**src/rtl/cic_pkg.sv**
```systemverilog
// Shared sizing and configuration-legality helpers for the programmable CIC decimator.
package cic_pkg;

    function automatic int clog2_l(input longint value);
        int     r;
        longint p;
        r = 0;
        p = 1;
        while (p < value) begin
            p = p << 1;
            r++;
        end
        return r;
    endfunction

    // Register growth of an unpruned chain: INP_DW + log2 of the DC gain (R*M)**N.
    function automatic int b_max_f(input int inp_dw, input int r_max, input int n, input int m);
        longint gain;
        gain = 1;
        for (int i = 0; i < n; i++)
            gain = gain * longint'(r_max * m);
        return inp_dw + clog2_l(gain);
    endfunction

    function automatic int shw_f(input int b_max);
        return clog2_l(longint'(b_max) + 1);
    endfunction

    function automatic int rw_f(input int r_max);
        return clog2_l(longint'(r_max) + 1);
    endfunction

    function automatic logic cfg_legal(input int ratio, input int shift, input int r_max,
                                       input int inp_dw, input int out_dw, input int b_max);
        return (ratio >= 2) && (ratio <= r_max) &&
               (shift >= out_dw - inp_dw) && (shift <= b_max - out_dw);
    endfunction

endpackage

```
**src/rtl/cic_comb_stage.sv**
```systemverilog
// One CIC comb section y = x - x[n-M], registered, advancing only on valid input.
module cic_comb_stage #(
    parameter int W = 48,
    parameter int M = 1
) (
    input  logic                clk,
    input  logic                reset,
    input  logic                flush,
    input  logic                in_valid,
    input  logic signed [W-1:0] in_data,
    output logic                out_valid,
    output logic signed [W-1:0] out_data
);

    logic signed [W-1:0] dly [M];

    always_ff @(posedge clk) begin
        if (reset || flush) begin
            // NOTE: the delay line is cleared because the chain must restart from a zero
            // history; a plain data memory would normally be left without reset.
            for (int i = 0; i < M; i++)
                dly[i] <= '0;
            out_valid <= 1'b0;
            out_data  <= '0;
        end else begin
            out_valid <= in_valid;
            if (in_valid) begin
                out_data <= in_data - dly[M-1];
                dly[0]   <= in_data;
                for (int i = 1; i < M; i++)
                    dly[i] <= dly[i-1];
            end
        end
    end

endmodule

```
**src/rtl/cic_d_prog.sv**
```systemverilog
// Programmable-ratio CIC decimator: integrators at the input rate, combs at the decimated
// rate, then a programmable arithmetic shift with saturation to the output width.
module cic_d_prog
    import cic_pkg::*;
#(
    parameter int INP_DW    = 18,
    parameter int OUT_DW    = 18,
    parameter int CIC_R_MAX = 64,
    parameter int CIC_N     = 5,
    parameter int CIC_M     = 1,
    parameter int SHIFT_RST = 30
) (
    input  logic                                                        clk,
    input  logic                                                        reset,
    input  logic signed [INP_DW-1:0]                                    inp_samp_data,
    input  logic                                                        inp_samp_str,
    input  logic [rw_f(CIC_R_MAX)-1:0]                                  cfg_ratio,
    input  logic [shw_f(b_max_f(INP_DW, CIC_R_MAX, CIC_N, CIC_M))-1:0] cfg_shift,
    input  logic                                                        cfg_str,
    output logic                                                        cfg_err,
    output logic signed [OUT_DW-1:0]                                    out_samp_data,
    output logic                                                        out_samp_str,
    output logic                                                        out_sat
);

    localparam int B_MAX = b_max_f(INP_DW, CIC_R_MAX, CIC_N, CIC_M);
    localparam int SHW   = shw_f(B_MAX);
    localparam int RW    = rw_f(CIC_R_MAX);
    localparam int WW    = clog2_l(longint'(CIC_N) + 1);

    localparam logic signed [B_MAX-1:0] WMAX = {{(B_MAX-OUT_DW+1){1'b0}}, {(OUT_DW-1){1'b1}}};
    localparam logic signed [B_MAX-1:0] WMIN = {{(B_MAX-OUT_DW+1){1'b1}}, {(OUT_DW-1){1'b0}}};

    logic [RW-1:0]            ratio_q;
    logic [SHW-1:0]           shift_q;
    logic [RW-1:0]            phase_q;
    logic [WW-1:0]            warm_q;
    logic signed [B_MAX-1:0]  integ_q [CIC_N];
    logic signed [B_MAX-1:0]  integ_d [CIC_N];
    logic signed [B_MAX-1:0]  ds_q;
    logic                     ds_valid_q;
    logic signed [B_MAX-1:0]  inp_ext;
    logic signed [B_MAX-1:0]  comb_data [CIC_N+1];
    logic [CIC_N:0]           comb_valid;
    logic                     cfg_acc;
    logic                     cfg_rej;
    logic                     samp_en;
    logic                     dec;
    logic [SHW:0]             sh_tot;
    logic signed [B_MAX-1:0]  scaled;
    logic signed [OUT_DW-1:0] sat_data;
    logic                     clip;

    assign cfg_acc = cfg_str && cfg_legal(int'(cfg_ratio), int'(cfg_shift), CIC_R_MAX,
                                          INP_DW, OUT_DW, B_MAX);
    assign cfg_rej = cfg_str && !cfg_acc;
    // An accepted configuration flushes the chain, so a coincident sample is discarded.
    assign samp_en = inp_samp_str && !cfg_acc;
    assign dec     = samp_en && (phase_q == ratio_q - RW'(1));
    assign inp_ext = {{(B_MAX-INP_DW){inp_samp_data[INP_DW-1]}}, inp_samp_data};

    // Integrators cascade combinationally so the decimated value includes the current strobe.
    always_comb begin
        logic signed [B_MAX-1:0] acc;
        // NOTE: blocking assignments here build the adder cascade within one cycle;
        // registered state elsewhere uses non-blocking assignments only.
        acc = inp_ext;
        for (int k = 0; k < CIC_N; k++) begin
            acc        = integ_q[k] + acc;
            integ_d[k] = acc;
        end
    end

    always_ff @(posedge clk) begin
        if (reset) begin
            ratio_q    <= RW'(CIC_R_MAX);
            shift_q    <= SHW'(SHIFT_RST);
            phase_q    <= '0;
            warm_q     <= WW'(CIC_N);
            ds_q       <= '0;
            ds_valid_q <= 1'b0;
            cfg_err    <= 1'b0;
            for (int k = 0; k < CIC_N; k++)
                integ_q[k] <= '0;
        end else begin
            cfg_err <= cfg_rej;
            if (cfg_acc) begin
                ratio_q    <= cfg_ratio;
                shift_q    <= cfg_shift;
                phase_q    <= '0;
                warm_q     <= WW'(CIC_N);
                ds_q       <= '0;
                ds_valid_q <= 1'b0;
                for (int k = 0; k < CIC_N; k++)
                    integ_q[k] <= '0;
            end else begin
                ds_valid_q <= dec;
                if (samp_en) begin
                    integ_q <= integ_d;
                    phase_q <= dec ? '0 : phase_q + RW'(1);
                end
                if (dec)
                    ds_q <= integ_d[CIC_N-1];
                if (comb_valid[CIC_N] && (warm_q != '0))
                    warm_q <= warm_q - WW'(1);
            end
        end
    end

    assign comb_data[0]  = ds_q;
    assign comb_valid[0] = ds_valid_q;

    for (genvar k = 0; k < CIC_N; k++) begin : g_comb
        cic_comb_stage #(
            .W (B_MAX),
            .M (CIC_M)
        ) u_comb (
            .clk       (clk),
            .reset     (reset),
            .flush     (cfg_acc),
            .in_valid  (comb_valid[k]),
            .in_data   (comb_data[k]),
            .out_valid (comb_valid[k+1]),
            .out_data  (comb_data[k+1])
        );
    end

    // Total shift is never negative for a legal shift, so modulo-width arithmetic is exact.
    assign sh_tot = {1'b0, shift_q} + (SHW+1)'(INP_DW - OUT_DW);

    always_comb begin
        scaled   = comb_data[CIC_N] >>> sh_tot;
        sat_data = scaled[OUT_DW-1:0];
        clip     = 1'b0;
        if (scaled > WMAX) begin
            sat_data = WMAX[OUT_DW-1:0];
            clip     = 1'b1;
        end else if (scaled < WMIN) begin
            sat_data = WMIN[OUT_DW-1:0];
            clip     = 1'b1;
        end
    end

    // Warm-up results are computed but neither strobed nor allowed to change the held output.
    always_ff @(posedge clk) begin
        if (reset) begin
            out_samp_data <= '0;
            out_samp_str  <= 1'b0;
            out_sat       <= 1'b0;
        end else if (cfg_acc) begin
            out_samp_str <= 1'b0;
            out_sat      <= 1'b0;
        end else begin
            out_samp_str <= 1'b0;
            if (comb_valid[CIC_N] && (warm_q == '0)) begin
                out_samp_str  <= 1'b1;
                out_samp_data <= sat_data;
                if (clip)
                    out_sat <= 1'b1;
            end
        end
    end

endmodule

```
**config.mk**
```make
export PLATFORM = sky130hd
export DESIGN_NAME = cic_d_prog
export DESIGN_NICKNAME = d
export VERILOG_FILES = /design/src/rtl/cic_pkg.sv /design/src/rtl/cic_comb_stage.sv /design/src/rtl/cic_d_prog.sv
export SDC_FILE = /design/constraint.sdc
export NUM_CORES = 2
export LEC_CHECK = 0
export BUFFER_PORTS_ARGS = -buffer_cell sky130_fd_sc_hd__buf_4
export CAP_MARGIN = 20
export CORE_ASPECT_RATIO = 0.7
export CORE_UTILIZATION = 50
export DETAILED_ROUTE_END_ITERATION = 7
export PLACE_DENSITY = 0.69
export SYNTH_ARGS = -nofsm -noshare
export SYNTH_HDL_FRONTEND = slang
export SYNTH_SLANG_ARGS = --single-unit
```
**constraint.sdc**
```tcl
create_clock -name clk -period 12.5 [get_ports clk]
set_input_delay 1.25 -clock clk [delete_from_list [all_inputs] [get_ports clk]]
set_output_delay 1.25 -clock clk [all_outputs]
set_load 0.02 [all_outputs]
```
* After elaboration in Yosys (flattened, before gate mapping)
Memory sizes are Yosys's and may differ from the RTL's. Cells that the tools add are included.
Word-level totals: bits in registers 578, logic and storage cells 104, input port bits 35, RAM bits 240, memories 5
Cells by class: multiplexer cells 33, order comparisons 5, shift operators 1, $add $sub $neg 13, bitwise gates (word level) 1, equal/unequal tests 1, reductions and logical operators 20
Memories:
- g_comb[0].u_comb.dly | depth 1, width 48, read ports 1, clocked after Yosys merged registers in 0, write ports 1, line cic_comb_stage.sv:15 | logic signed [W-1:0] dly [M];
- g_comb[1].u_comb.dly | depth 1, width 48, read ports 1, clocked after Yosys merged registers in 0, write ports 1, line cic_comb_stage.sv:15
- g_comb[2].u_comb.dly | depth 1, width 48, read ports 1, clocked after Yosys merged registers in 0, write ports 1, line cic_comb_stage.sv:15
- g_comb[3].u_comb.dly | depth 1, width 48, read ports 1, clocked after Yosys merged registers in 0, write ports 1, line cic_comb_stage.sv:15
- g_comb[4].u_comb.dly | depth 1, width 48, read ports 1, clocked after Yosys merged registers in 0, write ports 1, line cic_comb_stage.sv:15
Operators with widths (number):
- $mux 48 | 5
- $reduce_or 48->1 | 5
- $sub 48x48->48 | 5
- $add 48x48->48 | 4
- $add 48x18->48 | 1
- $gt 48x18->1 const B | 1
- $lt 48x18->1 const B | 1
- $sshr 48x6->48 | 1
- $mux 18 | 2
- $mux 1 | 25
- $logic_and 1x1->1 | 8
- $add 7x1->7 const B | 1
- $eq 7x7->1 | 1
- $ge 7x2->1 const B | 1
- $le 7x7->1 const B | 1
- $mux 7 | 1
- $sub 7x1->7 const B | 1
- $le 6x5->1 const B | 1
- $reduce_and 2->1 | 2
- $logic_not 3->1 | 1
- $reduce_bool 3->1 | 1
- $sub 3x1->3 const B | 1
- $reduce_or 2->1 | 1
- $logic_not 1->1 | 1
- 2 further kinds | 2

* Logic depth before layout (Yosys ltp)
word-level depth 9, gate-level depth with buffers 61, gate-level depth less buffers 61

* Hierarchy
From an unflattened synthesis, not the netlist that was laid out.
Unflattened totals: cell total of the unflattened synthesis 6685, area total of the unflattened synthesis 56965.9 sq um
By module, submodules not included:
- cic_d_prog | times used 1, cells each 3286, seq. area each 6666.4 sq um, area each 26844.5 sq um
- cic_comb_stage at g_comb[1].u_comb ... | times used 4, cells each 673, seq. area each 2422.3 sq um, area each 5993.2 sq um
- cic_comb_stage at g_comb[0].u_comb | times used 1, cells each 707, seq. area each 2422.3 sq um, area each 6148.4 sq um

* Least setup slack after synthesis
No wires, ideal clock.
path type input to register, from input inp_samp_data[0], to register integ_q[47] in the netlist's numbering, path buffers 1, required time 12.430 ns, stages 61, data arrival time 11.042 ns, path slack 1.388 ns, path through ha_1 > inv_1 > fa_1 > nor2b_1 > o21ai_1 > a21oi_1 > o211ai_1 > a21oi_1 > o31a_1 > o21ai_0 > nand2b_1 > a21oi_1 > o21bai_1 > a21oi_1 > xnor2_1 > ha_1 > a21o_1 > a21oi_1 > [25 not listed] > o21ai_0 > a21o_1 > a21oi_1 > o21ai_0 > or3_1 > and2_1 > ha_1 > a21o_1 > a21o_1 > a21oi_1 > nor2_1 > a211oi_1 > o21a_1 > o21bai_1 > a21oi_1 > xor2_1 > or3_1 > a21oi_1
RTL lines:
- start, declared | line cic_d_prog.sv:15 | input logic signed [INP_DW-1:0] inp_samp_data,
- end signal, assigned | line cic_d_prog.sv:99 | integ_q <= integ_d;
- end, declared | line cic_d_prog.sv:38 | logic signed [B_MAX-1:0] integ_q [CIC_N];

==> flow_summary.json <==
{
  "start_util": 0.504,
  "drt-initial-drc-count": 2988,
  "dpl_worst_slack_ps": 331,
  "crit_top_cell": "a21oi_1",
  "die_h_um": 281,
  "antenna_found_initial": 1,
  "gp_congestion": 0.917,
  "clock_skew_ps": 22.0,
  "ir_drop_v": 0.000381,
  "post-route-util": 0.546,
  "root_buffer": "clkbuf_16",
  "crit_slowest_cell": "ha_1",
  "fp.dieArea_um2": 113000,
  "final_nets": 6875,
  "dpl.cell_count": 7720,
  "ys_ff_latch": 818,
  "synth_flop_cell": "dfxtp_1",
  "cts_tree": "yes",
  "p_leak_nw": 28.0,
  "timing.fmax_ghz": 0.0859,
  "dp_hpwl_mm": 98.1,
  "post_cts_buffers": 0,
  "yosys.area.top_type": "dfxtp_1",
  "grt_max_degree": 185,
  "synth.yosys.warnings": 0,
  "ys_top_cells_by_area": "dfxtp_1 21%, edfxtp_1 13%, ha_1 11%",
  "cts.sinks": 818,
  "cts_buffers": 82,
  "critPathMaxFanout": 5,
  "synth_nets": 6957,
  "wl_per_cell_um": 16.9,
  "slowest_delay_ps": 330,
  "cap_violations": 0,
  "powerDensity_nw_per_um2": 271,
  "ys_types": 100,
  "drt_wl_total_mm": 133,
  "fin_tns_setup_ps": 0,
  "min_period_ps": 11650,
  "avgSynthCellArea_um2": 8.67,
  "clk_pin_slew_ps": 60,
  "arrival_ps": 12240,
  "tightest_slew_ps": 1030,
  "viasPerCell": 5.73,
  "cp-end-kind": "flop",
  "ios": 56,
  "grt_first_pass_wirelength_mm": 217,
  "synthCells": 6435,
  "row_count": 102,
  "setup_viol": 0,
  "vias": 45126,
  "coreArea_um2": 111000,
  "ctsLongestPathBuffers": 3,
  "synth_edf_count": 240,
  "finalHoldViolations": 0,
  "insertion_delay_ps": 680,
  "grt_use_total": 0.230,
  "htree_levels": 3,
  "crit_family": "compound AO/OA/AOI/OAI gates",
  "synth_area_um2": 55800,
  "rsz0062_at_grt": "no",
  "required_ps": 13090,
  "worstSetupStartpointType": "input pin",
  "die_w_um": 401,
  "slew_headroom": 0.317,
  "async_reset_ff_frac": 0,
  "status": "completed",
  "ctsHoldBuffers": 0,
  "slew_viol_final": 0,
  "overflow": 0,
  "area_growth_pct": 8.21,
  "whs_ps": 457,
  "portBuffers": 55,
  "drt_pass1_iterations": 5,
  "cp.buffers_inverters": 2,
  "grt_pass1_vias": 41535,
  "fin_crit_sh": 0.932,
  "drive_above_1_share": 0.0531,
  "worstSetupPathType": "input pin to flop",
  "finalNonFillerCells": 7877,
  "setup_ws_ps": 854,
  "hold_path_class": "flop to flop",
  "ant_nets": 0,
  "synth_top_area_frac": 0.207,
  "yosysSeqAreaShare": 0.337,
  "route.detailed.drc": 0
}
metrics by stage:
stage / cell area (um2) / power, mW
floorplan: 55800 / 11.3
global route: 60400 / 17.7
CTS: 60300 / 16.4
global placement: 57400 / 13.4
finish: 60400 / 16.4
detailed placement: 57400 / 13.6
registers in the layout, summed over array words and instances, names as in the netlist:
| register | count |
|---|---|
| ratio_q | 7 |
| integ_q | 240 |
| shift_q | 6 |
| ds_valid_q | 1 |
| out_samp_data | 18 |
| ds_q | 48 |
| out_sat | 1 |
| g_comb.u_comb.dly | 240 |
| cfg_err | 1 |
| g_comb.u_comb.out_data | 240 |
| phase_q | 7 |
| out_samp_str | 1 |
| g_comb.u_comb.out_valid | 5 |
| warm_q | 3 |
placed cells by master (no fill, tap or decap), types with 240 or more instances in the layout:
cell type / Yosys / final
ha_1: 477 / 477
nand2_1: 419 / 419
edfxtp_1: 240 / 240
o21ai_0: 283 / 283
dfxtp_1: 578 / 568
xnor2_1: 281 / 281
and3_1: 274 / 274
a21o_1: 271 / 271
nor2_1: 764 / 764
a21oi_1: 489 / 488
inv_1: 394 / 389
mux2i_1: 440 / 440
area by class of cell:
class / count / area [um2]
antenna: 1 / 2.50
clock buffer: 115 / 2480
clock inverter: 36 / 433
fill: 10133 / 50300
inverter: 397 / 1490
multi-input combinational: 4949 / 34500
sequential: 818 / 18800
tap: 1456 / 1820
timing repair buffer: 105 / 858
worst paths after layout:
path                                       start      endpoint  slack (ps)  depth (start not counted)
worst min-delay path                integ_q[112]  integ_q[112]         460                          2
worst max-delay path            inp_samp_data[0]   integ_q[47]         850                         62
worst min register to register      integ_q[112]  integ_q[112]         460                          2
worst max register to register      integ_q[192]   integ_q[47]        1210                         55
worst register-to-register path: cells and delay by family, from the launching register on:
family                   cells  cell delay, ps
AO/OA/AOI/OAI               34            6200
AND/OR/NAND/NOR             10            1950
adder cells (fa/ha/maj)      6            1930
XOR/XNOR                     4             720
flip-flops                   1             340
buffers and inverters        1              70
timing repair:
action,in CTS,in global routing
setup endpoints to repair,0,4
gates resized for setup,0,3
hold endpoints to repair,0,0
per-layer routing:
| layer | global-route usage | share of wire | vias to the layer above |
|---|---|---|---|
| met3 | 0.0290 | 0.046 | 159 |
| met2 | 0.356 | 0.43 | 899 |
| li1 | - | - | 22818 |
| met4 | 0.0457 | 0.017 | 0 |
| met1 | 0.341 | 0.51 | 21250 |
| met5 | 0 | 0 | - |
cells in the mapped netlist (31+ instances only):
cell and n:
o21a_1 64, a21o_1 271, nor2b_1 70, o21ai_0 283
edfxtp_1 240, clkbuf_1 217, nand3_1 77, nand2_1 419
nor2_1 764, xor2_1 166, ha_1 477, a211oi_1 103
nand2b_1 78, inv_1 394, a31oi_1 49, and3_1 274
buf_1 36, xnor2_1 281, o21bai_1 90, a21oi_1 489
nand4_1 58, o21ai_1 59, mux2i_1 440, nor3_1 62
dfxtp_1 578, o211ai_1 31
power breakdown:
group,internal [mW],leakage (nW),switching [mW]
Combinational,4.28,19.4,6.24
Sequential,3.02,7.22,0.141
Clock,1.56,1.41,1.13
Total,8.86,28.0,7.51
kinds of logic after synthesis:
logic type | after synthesis | synth area share
DFF | 818 | 0.337
and+or+nand+nor | 1890 | 0.157
xor gates and xnor gates | 451 | 0.0717
buffers and inverters | 668 | 0.0459
adders and majority gates | 487 | 0.111
muxes | 474 | 0.0898
AOI/OAI and AO/OA | 1647 | 0.189
Power figures use the tool's default switching activity.
